`config.mk`:
```
export PLATFORM = sky130hd
export DESIGN_NAME = fetch_unit
export DESIGN_NICKNAME = d
export VERILOG_FILES = /design/src/rtl/fetch_unit.sv
export SDC_FILE = /design/constraint.sdc
export NUM_CORES = 1
export LEC_CHECK = 0
export CAP_MARGIN = 40
export CORE_ASPECT_RATIO = 0.6
export CORE_UTILIZATION = 50
export CTS_BUF_LIST = sky130_fd_sc_hd__clkbuf_8
export DETAILED_ROUTE_END_ITERATION = 10
export HOLD_SLACK_MARGIN = 0.12
export PLACE_DENSITY = 0.75
export SYNTH_ARGS = -nofsm -noshare
export SYNTH_HDL_FRONTEND = slang
export SYNTH_SLANG_ARGS = --single-unit
export TNS_END_PERCENT = 5
```
`constraint.sdc`:
```
create_clock -name clk -period 3.6 [get_ports clk]
set_input_delay 0.36 -clock clk [delete_from_list [all_inputs] [get_ports clk]]
set_output_delay 0.36 -clock clk [all_outputs]
set_load 0.01 [all_outputs]
```
`src/rtl/fetch_unit.sv`:
```
// Instruction fetch stage in front of a synchronous (1-cycle latency) ROM.
// Issues word addresses, captures the returned word one edge later, and holds
// fetched {pc, instr} pairs in a 2-entry queue handed to decode over valid/ready.
// A redirect flushes the queue and any in-flight fetch and restarts at the new pc.
module fetch_unit #(
    parameter logic [31:0] RESET_PC      = 32'h0000_0000,
    parameter int          ADDRESS_WIDTH = 16,
    parameter int          DATA_WIDTH    = 32
) (
    input  logic                     clk,
    input  logic                     rst_n,
    output logic [ADDRESS_WIDTH-3:0] rom_addr,
    input  logic [DATA_WIDTH-1:0]    rom_q,
    input  logic                     redirect_valid,
    input  logic [31:0]              redirect_pc,
    output logic                     out_valid,
    input  logic                     out_ready,
    output logic [31:0]              out_pc,
    output logic [DATA_WIDTH-1:0]    out_instr
);

    logic [31:0]           fetch_pc;
    logic                  inflight;
    logic [31:0]           inflight_pc;

    logic [31:0]           q_pc    [2];
    logic [DATA_WIDTH-1:0] q_instr [2];
    logic                  rd_ptr;
    logic                  wr_ptr;
    logic [1:0]            count;

    logic                  pop;
    logic                  push;
    logic                  issue;
    logic [2:0]            credit_used;

    // The two low redirect bits are discarded: fetch is always word aligned.
    logic                  unused_redirect_bits;
    assign unused_redirect_bits = ^redirect_pc[1:0];

    // ROM address follows fetch_pc directly; upper pc bits beyond the ROM are ignored.
    assign rom_addr = fetch_pc[ADDRESS_WIDTH-1:2];

    // Handshake and credit decode; redirect suppresses every queue/issue action.
    always_comb begin
        out_valid   = (count != 2'd0) && !redirect_valid;
        pop         = out_valid && out_ready;
        push        = inflight && !redirect_valid;
        // Entries held plus the one returning from the ROM, minus the one leaving.
        credit_used = {1'b0, count} + {2'b00, inflight} - {2'b00, pop};
        issue       = !redirect_valid && (credit_used < 3'd2);
        out_pc      = q_pc[rd_ptr];
        out_instr   = q_instr[rd_ptr];
    end

    // Fetch pointer and the single in-flight ROM request.
    always_ff @(posedge clk or negedge rst_n) begin
        if (!rst_n) begin
            fetch_pc    <= RESET_PC;
            inflight    <= 1'b0;
            inflight_pc <= 32'd0;
        end else if (redirect_valid) begin
            fetch_pc    <= {redirect_pc[31:2], 2'b00};
            inflight    <= 1'b0;
        end else if (issue) begin
            inflight    <= 1'b1;
            inflight_pc <= fetch_pc;
            fetch_pc    <= fetch_pc + 32'd4;
        end else begin
            inflight    <= 1'b0;
        end
    end

    // Output queue: push the returning ROM word, pop on handshake, flush on redirect.
    always_ff @(posedge clk or negedge rst_n) begin
        if (!rst_n) begin
            q_pc[0]    <= 32'd0;
            q_pc[1]    <= 32'd0;
            q_instr[0] <= '0;
            q_instr[1] <= '0;
            rd_ptr     <= 1'b0;
            wr_ptr     <= 1'b0;
            count      <= 2'd0;
        end else if (redirect_valid) begin
            rd_ptr     <= 1'b0;
            wr_ptr     <= 1'b0;
            count      <= 2'd0;
        end else begin
            if (push) begin
                q_pc[wr_ptr]    <= inflight_pc;
                q_instr[wr_ptr] <= rom_q;
                wr_ptr          <= ~wr_ptr;
            end
            if (pop) begin
                rd_ptr <= ~rd_ptr;
            end
            case ({push, pop})
                2'b10:   count <= count + 2'd1;
                2'b01:   count <= count - 2'd1;
                default: count <= count;
            endcase
        end
    end

endmodule

```
==> results.md <==
* Post-route DRC violation count at 0
* Worst-path clk slew at 0.09 ns
* Max Freq at 318 MHz
* Grt ovf at 0
* Worst R2R Setup Slack at 0.46 ns
* Synthesis-stage register bit count at 189
* Area Growth Syn to Fin at 22.1%
* PortBufs at 142
* Critical path data required time at 3.96 ns
* Die outline height at 104 um
* Post-CTS setup buffer count at 0
* Commonest non-fill, non-tap cell in the layout: mux2_2
* Avg Cell Area, Syn at 13.3 sq um
* Startpoint Class: flop
* Pwr dens at 718 mW/mm^2
* Peak VDD IR at 0.411 mV
* Routed Antenna Nets at 0
* Final setup fails at 0
* Main combinational cell family by area after synthesis: multiplexers
* Warnings from Yosys at 0
* Drt first pass iters at 4
* Largest net degree at the start of global routing at 103
* Syn Inst Count at 646
* Final Hold Violating Endpoints at 0
* Rel. slew slack at 0.443
* Gp weighted congestion at 0.779
* Crit path from: count[1]$_DFFE_PN0P_
* Crit Path Max Fanout at 8
* DPL Wire Length at 12100 um
* Initial antenna violation count at 0
* Layout cell share with drive strength beyond 1 at 0.342
* Setup TNS at 0 ns
* Fin. max-slew vios at 0
* Cts hold-fix bufs at 1
* Vias after detailed routing at 5365
* Clock buffer depth at 2
* WP data arrival at 3.51 ns
* Vias in the first global route at 5674
* Period utilization at 0.873
* Final Critical Period at 3.14 ns
* Mapped Area at 0.00862 sq mm
* Crit path capture: fetch_pc[31]$_DFFE_PN0P_
* # nets final at 839
* Worst setup path class: flop to flop
* Pleak at 0.00443 uW
* Hold Slack at 0.228 ns
* Vias per Instance at 5.32
* Clock sinks at 189
* Die area at 0.0178 sq mm
* Fin Clk Skew at 0.0158 ns
* FILL cells at 1267
* Max H-tree Level at 4
* Crit end category: flop
* Initial core utilization at 0.521
* Post-CTS sizing at 0
* Worst Max-Slew Pin Slew at 0.836 ns
* Gr usage total at 0.217
* Synth Area in Simple Gates at 0.0696
* CTS root buffer: clkbuf_8
* Ant. Diodes at 0
* Most frequent cells in the layout: mux2_2, dfrtp_1, clkdlybuf4s50_1
* Worst hold-check path type: primary input to flop
* First-pass GRT wire length at 29900 um
* Number of CTS-inserted buffers at 17
* Maximum Capacitance Violations at 0
* Total wire length at 18200 um
* Worst skew pair latency at 0.46 ns
* Cells on worst reg2reg path at 10
* Register area at 0.00473 sq mm
* I/O pins at 147
* Compound-gate portion of the synthesized area at 0.0242
* Sequential-to-total area share from yosys stat at 0.549
* Area of the multi-input gates at 0.00357 sq mm
* Synth Area in XOR/XNOR at 0.0325
* Routed wire per std cell at 18.1 um
* Cell Rows at 36
* Outcome: complete, no violations
* Synth cell types at 37
* Worst reg2reg endpoint: fetch_pc[31]$_DFFE_PN0P_
* Iteration-0 DRC Markers at 273
* Mux contribution to synthesized area at 0.279
* Synth Area in Adders at 0.00523
* CTS tree: built
* Die width at 171 um
* Core area at 0.0165 sq mm
* Unrepaired setup endpoints after global routing: no
* Worst r2r src: count[1]$_DFFE_PN0P_
-- where the power goes --
part	internal (uW)	switching (uW)	total, uW
Clock	484	743	1230
Sequential	2970	496	3470
Combinational	1810	1040	2850
Total	5270	2280	7550
-- cells in the mapped netlist, drive strengths merged --
library cell / number / area share
nand4b: 1 / 0.0010
or3: 2 / 0.0020
nand3: 12 / 0.0096
fa: 1 / 0.0023
a31oi: 1 / 0.00073
clkbuf: 16 / 0.0070
mux2i: 2 / 0.0023
nor4: 4 / 0.0089
nor3b: 1 / 0.00087
a211oi: 1 / 0.00087
xor2: 9 / 0.0091
nand4: 7 / 0.0051
nor2: 8 / 0.0035
nor3: 10 / 0.0077
o21ai: 36 / 0.021
nand2b: 1 / 0.00073
inv: 10 / 0.0044
a41o: 1 / 0.0012
mux2: 212 / 0.28
xnor2: 23 / 0.023
ha: 2 / 0.0029
and3: 9 / 0.0065
conb: 1 / 0.00044
dfrtp: 189 / 0.55
nand2: 45 / 0.020
buf: 37 / 0.028
and4: 4 / 0.0041
a21oi: 1 / 0.00058
-- critical path, cell delays in order, from the launching register on --
cell and delay (ns):
dfrtp_1 0.52, nor2_1 0.09, nor3_1 0.28, ha_1 0.30, nand2b_1 0.16, fa_1 0.43, xor2_1 0.20, nor3_4 0.37
nand3_4 0.13, or3_1 0.38, a31oi_1 0.19
-- registers in the layout, summed over array words and instances (netlist names) --
name and flops:
q_pc 60, wr_ptr 1, q_instr 64, inflight_pc 30, rd_ptr 1, fetch_pc 30
count 2, inflight 1
-- cell type report --
cell class | instances | share of cell area
timing repair buffer | 155 | 0.150
tap | 228 | 0.0271
inverter | 10 | 0.00357
clock buffer | 18 | 0.0235
clock inverter | 13 | 0.00737
sequential | 189 | 0.450
multi-input combinational | 395 | 0.339
-- logic make-up (layout without fill, tap and decap cells) --
| group | count (synthesis) | in the layout |
|---|---|---|
| DFF | 189 | 189 |
| muxes | 214 | 214 |
| and+or+nand+nor | 104 | 104 |
| buffers and inverters | 63 | 196 |
| other | 1 | 2 |
| xor gates and xnor gates | 32 | 32 |
| AOI/OAI and AO/OA | 40 | 40 |
| adders and majority gates | 3 | 3 |
-- how the worst min path moves through the flow --
stage	slack [ns]	cells past startpoint	endpoint	startpoint
finish	0.23	3	rd_ptr$_DFFE_PN0P_	redirect_valid
global placement	0.48	1	q_instr[0]$_DFFE_PN0P_	q_instr[0]$_DFFE_PN0P_
detailed placement	0.27	1	q_pc[18]$_DFFE_PN0P_	rst_n
CTS	0.20	3	rd_ptr$_DFFE_PN0P_	redirect_valid
global route	0.21	3	rd_ptr$_DFFE_PN0P_	redirect_valid
floorplan	0.06	0	count[0]$_DFFE_PN0P_	rst_n
-- through the flow --
stage	worst slack, ns	utilization	instances	power (uW)	instance area [sq um]
2_1_floorplan	0.702	-	647	5060	8620
3_3_place_gp	0.238	0.615	975	6210	10200
3_5_place_dp	0.0965	0.616	976	6380	10200
4_1_cts	0.461	0.637	1008	7630	10500
5_1_grt	0.230	0.637	1008	8020	10500
6_report	0.457	0.637	1008	7550	10500
-- per-layer routing --
metal  vias to the layer above  routed length [um]  GRT usage
li1                       2485                   -          -
met4                         0                 155     0.0568
met2                       144                8200      0.322
met5                         -                   0          0
met3                        14                1550     0.0757
met1                      2722                8300      0.303
(Power assumes the default switching activity.)
